### config.mk
export PLATFORM = sky130hd
export DESIGN_NAME = mul_arb
export DESIGN_NICKNAME = d
export VERILOG_FILES = /design/src/rtl/mul_arb_pkg.sv /design/src/rtl/mul_arb_rr.sv /design/src/rtl/mul_arb.sv
export SDC_FILE = /design/constraint.sdc
export NUM_CORES = 1
export LEC_CHECK = 0
export ABC_AREA = 1
export BUFFER_PORTS_ARGS = -buffer_cell sky130_fd_sc_hd__clkbuf_2
export CORE_AREA = 2 2 207 209
export CTS_BUF_LIST = sky130_fd_sc_hd__clkbuf_4 sky130_fd_sc_hd__clkbuf_8 sky130_fd_sc_hd__clkbuf_16
export CTS_CLUSTER_DIAMETER = 40
export DETAILED_ROUTE_END_ITERATION = 10
export DIE_AREA = 0 0 209 211
export GPL_ROUTABILITY_DRIVEN = 1
export GPL_TIMING_DRIVEN = 1
export MAX_ROUTING_LAYER = met4
export SLEW_MARGIN = 20
export SYNTH_ARGS = -nofsm -noshare
export SYNTH_HDL_FRONTEND = slang
export SYNTH_HIERARCHICAL = 1
export SYNTH_SLANG_ARGS = --single-unit
### constraint.sdc
create_clock -name clk -period 1.65 [get_ports clk]
set_input_delay 0.0825 -clock clk [delete_from_list [all_inputs] [get_ports clk]]
set_output_delay 0.0825 -clock clk [all_outputs]
set_load 0.03 [all_outputs]
### src/rtl/mul_arb_pkg.sv
// mul_arb_pkg: shared opcodes, width default and arbiter state encoding
// Rev 1.0
`default_nettype none
package mul_arb_pkg;
  localparam int MUL_XLEN = 64;
  localparam int MUL_OPW  = 3;

  localparam logic [2:0] MO_MUL    = 3'd0;
  localparam logic [2:0] MO_MULH   = 3'd1;
  localparam logic [2:0] MO_MULHSU = 3'd2;
  localparam logic [2:0] MO_MULHU  = 3'd3;
  localparam logic [2:0] MO_MULW   = 3'd4;

  typedef enum logic [1:0] {
    ST_IDLE = 2'd0,
    ST_BUSY = 2'd1,
    ST_RESP = 2'd2
  } arb_state_e;
endpackage
`default_nettype wire

### src/rtl/mul_arb_rr.sv
// rr_arb2: two-way round-robin grant with pointer update on accept
// Rev 1.0
`default_nettype none
module rr_arb2
  import mul_arb_pkg::*;
(
  input  logic i_elig0,
  input  logic i_elig1,
  input  logic i_rr,
  input  logic i_accept,
  output logic o_grant,
  output logic o_rr_next
);
  always_comb begin
    o_grant = i_rr;
    if (i_elig0 && !i_elig1) begin
      o_grant = 1'b0;
    end else if (i_elig1 && !i_elig0) begin
      o_grant = 1'b1;
    end
    o_rr_next = i_accept ? ~o_grant : i_rr;
  end
endmodule
`default_nettype wire

### src/rtl/mul_arb.sv
// mul_arb: shares one iterative multiplier between two integer pipes.
// Optional MUL_ARB_BYPASS_EN returns an accepted result in the mul response cycle.
`default_nettype none
module mul_arb
  import mul_arb_pkg::*;
#(
  parameter int XLEN = MUL_XLEN,
  parameter int OPW  = MUL_OPW
) (
  input  logic            clk,
  input  logic            rst_n,
  input  logic            req0_valid,
  input  logic            req1_valid,
  output logic            req0_ready,
  output logic            req1_ready,
  input  logic [XLEN-1:0] req0_operand1,
  input  logic [XLEN-1:0] req0_operand2,
  input  logic [XLEN-1:0] req1_operand1,
  input  logic [XLEN-1:0] req1_operand2,
  input  logic [OPW-1:0]  req0_op,
  input  logic [OPW-1:0]  req1_op,
  input  logic            flush0,
  input  logic            flush1,
  output logic            resp0_valid,
  output logic            resp1_valid,
  input  logic            resp0_ready,
  input  logic            resp1_ready,
  output logic [XLEN-1:0] resp_result,
  output logic            mul_req_valid,
  input  logic            mul_req_ready,
  output logic [XLEN-1:0] mul_operand1,
  output logic [XLEN-1:0] mul_operand2,
  output logic [OPW-1:0]  mul_op,
  input  logic            mul_resp_valid,
  input  logic [XLEN-1:0] mul_resp_result
);
  arb_state_e      r_state, w_state_nxt;
  logic            r_rr, w_rr_nxt;
  logic            r_owner, w_owner_nxt;
  logic            r_killed, w_killed_nxt;
  logic            r_resp0_valid, w_resp0_valid_nxt;
  logic            r_resp1_valid, w_resp1_valid_nxt;
  logic [XLEN-1:0] r_resp_result, w_resp_result_nxt;

  logic w_idle, w_elig0, w_elig1, w_grant, w_accept;
  logic w_flush_own, w_ready_own, w_bypass;

  assign w_idle      = (r_state == ST_IDLE);
  assign w_elig0     = req0_valid && !flush0;
  assign w_elig1     = req1_valid && !flush1;
  assign w_flush_own = r_owner ? flush1 : flush0;
  assign w_ready_own = r_owner ? resp1_ready : resp0_ready;

  rr_arb2 u_rr (
    .i_elig0   (w_elig0),
    .i_elig1   (w_elig1),
    .i_rr      (r_rr),
    .i_accept  (w_accept),
    .o_grant   (w_grant),
    .o_rr_next (w_rr_nxt)
  );

  assign mul_req_valid = w_idle && (w_elig0 || w_elig1);
  assign w_accept      = mul_req_valid && mul_req_ready;
  assign mul_operand1  = w_grant ? req1_operand1 : req0_operand1;
  assign mul_operand2  = w_grant ? req1_operand2 : req0_operand2;
  assign mul_op        = w_grant ? req1_op : req0_op;
  assign req0_ready    = w_idle && mul_req_ready && w_elig0 && !w_grant;
  assign req1_ready    = w_idle && mul_req_ready && w_elig1 && w_grant;

`ifdef MUL_ARB_BYPASS_EN
  assign w_bypass = (r_state == ST_BUSY) && mul_resp_valid && !r_killed
                    && !w_flush_own && w_ready_own;
`else
  assign w_bypass = 1'b0;
`endif

  // A bypassed result is consumed in the same cycle, so it never touches the holding register.
  assign resp0_valid = r_resp0_valid || (w_bypass && !r_owner);
  assign resp1_valid = r_resp1_valid || (w_bypass && r_owner);
  assign resp_result = w_bypass ? mul_resp_result : r_resp_result;

  always_comb begin
    w_state_nxt       = r_state;
    w_owner_nxt       = r_owner;
    w_killed_nxt      = r_killed;
    w_resp0_valid_nxt = r_resp0_valid;
    w_resp1_valid_nxt = r_resp1_valid;
    w_resp_result_nxt = r_resp_result;
    case (r_state)
      ST_IDLE: begin
        if (w_accept) begin
          w_owner_nxt  = w_grant;
          w_killed_nxt = 1'b0;
          w_state_nxt  = ST_BUSY;
        end
      end
      ST_BUSY: begin
        if (mul_resp_valid) begin
          if (r_killed || w_flush_own || w_bypass) begin
            w_state_nxt = ST_IDLE;
          end else begin
            w_resp_result_nxt = mul_resp_result;
            w_resp0_valid_nxt = !r_owner;
            w_resp1_valid_nxt = r_owner;
            w_state_nxt       = ST_RESP;
          end
        end else if (w_flush_own) begin
          w_killed_nxt = 1'b1;
        end
      end
      ST_RESP: begin
        if (w_flush_own || w_ready_own) begin
          w_resp0_valid_nxt = 1'b0;
          w_resp1_valid_nxt = 1'b0;
          w_state_nxt       = ST_IDLE;
        end
      end
      default: w_state_nxt = ST_IDLE;
    endcase
  end

  always_ff @(posedge clk or negedge rst_n) begin
    if (!rst_n) begin
      r_state       <= ST_IDLE;
      r_rr          <= 1'b0;
      r_owner       <= 1'b0;
      r_killed      <= 1'b0;
      r_resp0_valid <= 1'b0;
      r_resp1_valid <= 1'b0;
      r_resp_result <= '0;
    end else begin
      r_state       <= w_state_nxt;
      r_rr          <= w_rr_nxt;
      r_owner       <= w_owner_nxt;
      r_killed      <= w_killed_nxt;
      r_resp0_valid <= w_resp0_valid_nxt;
      r_resp1_valid <= w_resp1_valid_nxt;
      r_resp_result <= w_resp_result_nxt;
    end
  end
endmodule
`default_nettype wire

Word-level counts from Yosys, hierarchy flattened --
Index checks and enable logic that the tools add are counted.
Cells by class: eq/ne operators 8, mux-type cells 23, bitwise operators 2, reductions and logical operators 28
Operators by type and width (count):
- $mux 64 | 2
- $mux 1 | 12
- $logic_and 1x1->1 | 11
- $ne 2x2->1 const B | 5
- $mux 2 | 4
- $reduce_and 4->1 | 2
- $logic_not 1->1 | 6
- $pmux 1 s2 | 3
- $pmux 2 s3 | 1
- $reduce_and 3->1 | 2
- $reduce_bool 2->1 | 2
- $logic_or 1x1->1 | 3
- $mux 3 | 1
- $eq 2x1->1 const B | 1
- $eq 2x2->1 const B | 1
- $logic_not 2->1 | 1
- $ne 2x1->1 const B | 1
- $not 1->1 | 2
- $reduce_and 2->1 | 1
Word-level totals: flip-flop bits (word level) 71, bits of input ports 336, output and inout bits 200, word-level logic and storage cells 68

Depth between registers and ports, before layout --
Gate-level depths: netlist (run 1).
depth after elaboration 8, mapped depth 13, mapped depth without buffers 10

Cells and area by module --
Netlist (run 1), hierarchy kept.
Modules (own cells, without submodules):
- mul_arb | times used 1, cells an instance 765, area an instance 4559.4 um^2
- rr_arb2 | times used 1, cells an instance 10, area an instance 40.0 um^2

Worst setup path after synthesis (run 1) --
No wires, ideal clock.
path type register to output, start register r_rr, end output req1_ready, arrival 1575 ps, data required time 1567 ps, setup slack -7 ps, cell stages (with the launch flop) 9, path buffers 2, cell sequence dfrtp_1 -> inv_1 -> nand2_1 -> nand2_1 -> inv_1 -> buf_2 -> inv_2 -> buf_2 -> nor3_1
On the way: longest elaborated chain between the ends 3
RTL lines:
- start: declaration | RTL line mul_arb.sv:38 | logic r_rr, w_rr_nxt;
- start signal: assignment | RTL line mul_arb.sv:134 | r_rr <= w_rr_nxt;
- $mux 1 | RTL line mul_arb_rr.sv:18 | end else if (i_elig1 && !i_elig0) begin
- $mux 1 | RTL line mul_arb_rr.sv:16 | if (i_elig0 && !i_elig1) begin
- named net w_grant | RTL line mul_arb.sv:45 | logic w_idle, w_elig0, w_elig1, w_grant, w_accept;
- $logic_and 1x1->1 | RTL line mul_arb.sv:69 | assign req1_ready = w_idle && mul_req_ready && w_elig1 && w_grant;
- end: declaration | RTL line mul_arb.sv:15 | output logic req1_ready,
The timed path passes the listed nets, and every way through them passes these cells.

Worst setup path after layout (run 1) --
start register r_rr, end output mul_operand1[56]
On the way: longest elaborated chain between the ends 3
RTL lines:
- $mux 1 | RTL line mul_arb_rr.sv:18
- $mux 1 | RTL line mul_arb_rr.sv:16
- named net w_grant | RTL line mul_arb.sv:45
- $mux 64 | RTL line mul_arb.sv:65 | assign mul_operand1 = w_grant ? req1_operand1 : req0_operand1;
- end: declaration | RTL line mul_arb.sv:31 | output logic [XLEN-1:0] mul_operand1,
The timed path passes the listed nets, and every way through them passes these cells.

==> results.md, run 1 <==
* Outcome: complete, but fails checks
* Violated checks: negative setup slack
* Worst path top cell family by delay: buffers and inverters
* Crit-path slowest cell: dfrtp_1
* Worst hold slack at 0.0238 ns
* Final setup fails at 132
* Tcrit/Tclk final at 111%
* Area share of the largest cell type after synthesis at 45.3%
* Finished Layout Cells at 1,919
* Mapped Cells at 775
* HP Class: in2reg
* Worst-Margin Slew at 0.423 ns
* Clock skew at 0.00850 ns
* Final Slew Violations at 0
* Seq cells post-synth at 71
* Post-synth top area cell: nand2_1
* Placer Congestion at 0.987
* Clk_lat worst skew at 0.33 ns
* Finished Cell Area at 10,400 um^2
* Largest net degree at the start of global routing at 53
* DIE AREA at 44,100 um^2
* Placed Cells incl. Taps at 1,822
* CTS H-tree lvls at 3
* Synthesized area at 4600 um^2
* Chip Height at 211 um
* Arrival @ worst endpoint at 1.75 ns
* Reg clk slew, reported paths at 0.06 ns
* Crit-path most repeated cell: nand2_1
* TritonCTS clock tree: done
* Worst slew margin at 71.8%
* Worst EP required at 1.57 ns
* DIE WIDTH at 209 um
* Unrepaired setup endpoints after global routing: true
* Startpoint types: flop
* Core area at 41,800 um^2
* Post-DR wirelength/cell at 18.0 um
* Synthesized area per cell at 5.93 um^2
* Post-DP Area at 8020 um^2
* Nets at 1,700
* Worst-path fanout max at 12
* Most frequent cells in the layout: nand2_1, clkbuf_2, clkbuf_8
* Detailed placement HPWL at 27.0 mm
* Max-Cap Viols at 0
* Most common cell after layout, fill and taps aside: nand2_1
* First-pass GRT wire length at 48.3 mm
* Overall routing resource usage at 15.4%
* TritonCTS buffer count at 9
* Drt via density at 3.88
* Fmax achieved at 545 MHz
* Grt ovf at 0
* Via count at 7,448
* Router iterations before antenna repair at 5
* Starting DRT DRC Count at 543
* Worst Setup End Kind: output pin
* Clk buf depth at 2
* Io pins at 536
* Area Growth Syn to Fin at 126%
* Minimum clock period at 1.84 ns
* CTS root buffer: clkbuf_16
* Number of global-route vias before repair at 7,754
* Initial antenna violation count at 14
* CP Cell Sequence: nand2_1, nand2_1, nand2_2, inv_8, inv_16, buf_12, buf_16, nand2_1, nand2_1, clkbuf_8
* Worst vdd ir at 0.653 mV
* # clock sinks at 71
* Top cells by area, synth: nand2_1, dfrtp_1, nand3_1
* Port buffer count at 535
* Initial core utilization at 11.0%
* Standard-cell row count at 75
* Final antenna-violating net count at 0
* Pleak at 0.00610 uW
* Final Hold Viols at 0
* Layout cells sized above 1 at 46.3%
* CP Class: reg2out
* Sequential area share after synthesis at 38.6%
* Power Dens Cells at 1590 nW/um^2
* CP peak stage delay at 0.38 ns
* Yosys warns at 6
* Post-synth cell types at 17
* DRC viols at 0
* Setup WS post-layout at -0.185 ns
* Routed wire length at 34.6 mm
* Worst path bufs/invs at 5
* Post-synth net total at 1,111
[sequential cells by signal, summed over array words and instances (netlist names)]
signal and flops:
r_killed 1, r_owner 1, r_rr 1, r_state 2
resp0_valid 1, resp1_valid 1, resp_result 64
[synth_stat cells]
cell / n
a21oi_1: 1
buf_1: 7
buf_2: 11
buf_4: 4
buf_6: 7
clkbuf_1: 21
dfrtp_1: 71
inv_1: 17
inv_2: 3
nand2_1: 555
nand2_2: 1
nand3_1: 67
nand4_1: 2
nor2_1: 4
nor3_1: 2
o21ai_0: 1
or2_0: 1
[routing by layer]
metal | up-vias | track usage, % | wire length (um)
li1 | 3534 | - | -
met4 | 0 | 7.46 | 1330
met2 | 393 | 26.1 | 17000
met1 | 3462 | 17.1 | 13700
met5 | - | - | 0
met3 | 59 | 3.51 | 2540
[what timing repair did]
action	in CTS	in global routing
endpoints found under the hold margin	86	0
buffers inserted	4	0
setup endpoints to repair	133	134
pin swaps	9	0
resized for setup	283	27
hold buffers	58	0
cloned	7	1
[cells by family after synthesis]
logic type             share of synthesized area [%]
and+or+nand+nor                                 53.7
DFF                                             38.6
buffers and inverters                           7.48
AOI/OAI and AO/OA                              0.217
[worst register-to-register path, delay by kind of cell, from the launching register on]
family / cells / cell delay, ns
buf+inv: 3 / 0.42
flops: 1 / 0.43
simple gates: 5 / 0.55
[final cells by class]
cell class                 instances  area, um^2
antenna                           11        27.5
fill                            4579       31400
inverter                          20        98.8
tap                              539         674
clock inverter                     5        81.3
clock buffer                      11         246
multi-input combinational        634        2610
timing repair buffer             628        4870
sequential                        71        1780
[final timing paths]
kind                                startpoint               end  slack, ns  cells after the start
min in group asynchronous                rst_n   resp_result[38]       0.25                      2
min                        mul_resp_result[62]   resp_result[62]       0.02                      3
min reg2reg                    resp_result[18]   resp_result[18]       0.47                      2
max reg2reg                            r_owner   resp_result[23]       0.18                      8
max in group asynchronous                rst_n    resp_result[5]       0.82                      3
max                                       r_rr  mul_operand1[56]      -0.19                     10
[metrics by stage]
step	TNS (ns)	util, %	power, uW	worst slack (ns)
floorplan	0	-	8640	0.00751
global placement	-0.0961	19.2	12000	-0.0434
detailed placement	-0.0151	19.2	12100	-0.0151
CTS	-22.94	24.7	16500	-0.221
global route	-30.41	24.9	17500	-0.283
finish	-16.39	24.9	16500	-0.185
[report_power, final]
group | internal [uW] | leakage [uW] | total [uW] | switching [uW]
clock | 1380 | 0.000159 | 2130 | 747
sequential | 2520 | 0.000892 | 2960 | 440
combinational | 4290 | 0.00505 | 11400 | 7120
total | 8190 | 0.00610 | 16500 | 8300
No activity file was read; power rests on OpenSTA's default activity.
==> inputs of run 2 (changes only) <==
Settings changed: PLACE_DENSITY from default to 0.32.
==> results.md, run 2 (same netlist as run 1, synthesis figures left out) <==
* Outcome: complete, but fails checks
* Violated checks: negative setup slack
* DRC viols at 0
* Area occupied by multi-input gates at 3110 um^2
* Final antenna-violating net count at 0
* Finished Layout Cells at 1,946
* Reg clk slew, reported paths at 0.06 ns
* Clk buf depth at 2
* Worst slew margin at 73.0%
* CTS H-tree lvls at 3
* Arrival @ worst endpoint at 1.80 ns
* CP peak stage delay at 0.38 ns
* DIE WIDTH at 209 um
* Initial antenna violation count at 12
* Worst Setup End Kind: output pin
* First-pass GRT wire length at 49.2 mm
* Placer Congestion at 0.940
* Worst-path fanout max at 7
* Final Slew Violations at 0
* Setup TNS at -19.00 ns
* Grt ovf at 0
* Storage cell area at 1780 um^2
* CP Cell Sequence: nand2_1, nand2_2, nand2_4, clkinv_8, buf_12, buf_16, buf_8, nand2_1, nand2_2, buf_8
* Worst-Margin Slew at 0.405 ns
* Worst Reg-to-Reg Cells at 8
* Layout cells sized above 1 at 54.6%
* Worst hold path depth at 3
* # clock sinks at 71
* Clk_lat worst skew at 0.34 ns
* Area Growth Syn to Fin at 148%
* Tcrit/Tclk final at 114%
* Unrepaired setup endpoints after global routing: true
* Crit-path slowest cell: dfrtp_1
* Reg2Reg Launch Point: r_state[1]
* Max-Cap Viols at 0
* Most common cell after layout, fill and taps aside: nand2_1
* Combinational share of power at 72.5%
* Placed Cells incl. Taps at 1,828
* Minimum clock period at 1.88 ns
* TritonCTS clock tree: done
* Pre-CTS setup slack at -0.0470 ns
* Pleak at 0.00650 uW
* Worst EP required at 1.57 ns
* Setup WS post-layout at -0.232 ns
* Final setup fails at 133
* Largest net degree at the start of global routing at 67
* Standard-cell row count at 75
* Overall routing resource usage at 15.7%
* Router iterations before antenna repair at 5
* Worst vdd ir at 0.622 mV
* Fmax achieved at 531 MHz
* Most frequent cells in the layout: nand2_1, clkbuf_2, nand2_2
* Post-DR wirelength/cell at 18.8 um
* Worst hold slack at 0.0121 ns
* # fillers at 4,668
* Share of power burned in registers at 16.5%
* Port buffer count at 535
* Max reg flops at 64
* Routed wire length at 36.6 mm
* Number of global-route vias before repair at 7,536
* HP Class: in2reg
* Clock share of power at 11.0%
* Final Hold Viols at 0
* CTS root buffer: clkbuf_16
* Detailed placement HPWL at 27.9 mm
* Clock skew at 0.00797 ns
* Nets at 1,726
* NetSw at 8930 uW
* Worst r2r dst: resp_result[31]
* Hold EP: resp_result[49]
* Startpoint types: flop
* CP Class: reg2out
* Core area at 41,800 um^2
* Power Dens Cells at 1560 nW/um^2
* R2R setup slack at 0.22 ns
* TritonCTS buffer count at 9
* Chip Height at 211 um
* Starting DRT DRC Count at 322
* Initial core utilization at 11.0%
* Switch share at 50.0%
* Hold_sp: mul_resp_result[49]
* Tot Pwr at 17,900 uW
* Via count at 7,375
* DIE AREA at 44,100 um^2
* Internal power at 8940 uW
* Io pins at 536
* Drt via density at 3.79
[run 2: power groups by stage]
| stage | clock network, uW | logic (uW) | registers [uW] |
|---|---|---|---|
| final | 1960 | 13000 | 2950 |
| after global routing | 2150 | 13800 | 3050 |
| after CTS | 2080 | 11100 | 2960 |
| after detailed placement | 0 | 9330 | 2990 |
| after global placement | 0 | 9390 | 2970 |
| after floorplan | 0 | 4220 | 4410 |
[run 2: how the worst max path moves through the flow]
stage | depth (start not counted) | from | end
after detailed placement | 14 | flush1 | mul_operand2[5]
final | 10 | r_rr | mul_operand2[38]
after global routing | 11 | r_rr | mul_operand1[28]
after global placement | 13 | flush1 | mul_operand2[7]
after CTS | 11 | r_rr | mul_operand1[22]
after floorplan | 7 | r_rr | req0_ready
[run 2: layer usage]
metal	GRT usage, %	up-vias	part of all wire, %
met5	-	-	0
met4	7.41	0	3.2
met3	4.36	46	7.1
met2	25.1	336	48
met1	18.2	3391	41
li1	-	3602	-
[run 2: timing repair]
action,4_1_cts,5_1_grt
resized for setup,248,334
endpoints found under the setup margin,133,133
pin swaps,1,19
cloned,3,13
hold buffers,64,0
endpoints found under the hold margin,88,0
setup buffers,4,7
[run 2: final cells by class]
cell class,count,area share (%)
Sequential cell,71,15.5
Clock inverter,4,0.416
Tap cell,539,5.90
Timing Repair Buffer,654,47.6
Antenna cell,13,0.285
Inverter,20,0.876
Multi-Input combinational cell,634,27.2
Clock buffer,11,2.10
[run 2: critical path: cells and delay by family (launching register included)]
kind | cells | cell delay [ns]
buffers and inverters | 5 | 0.67
flip-flops | 1 | 0.38
AND/OR/NAND/NOR | 5 | 0.39
[run 2: metrics by stage]
step           utilization, %  instance area, um^2
5_1_grt                  27.4                11400
6_report                 27.4                11400
2_1_floorplan               -                 4600
4_1_cts                  24.5                10200
3_5_place_dp             19.5                 8130
3_3_place_gp             19.5                 8130
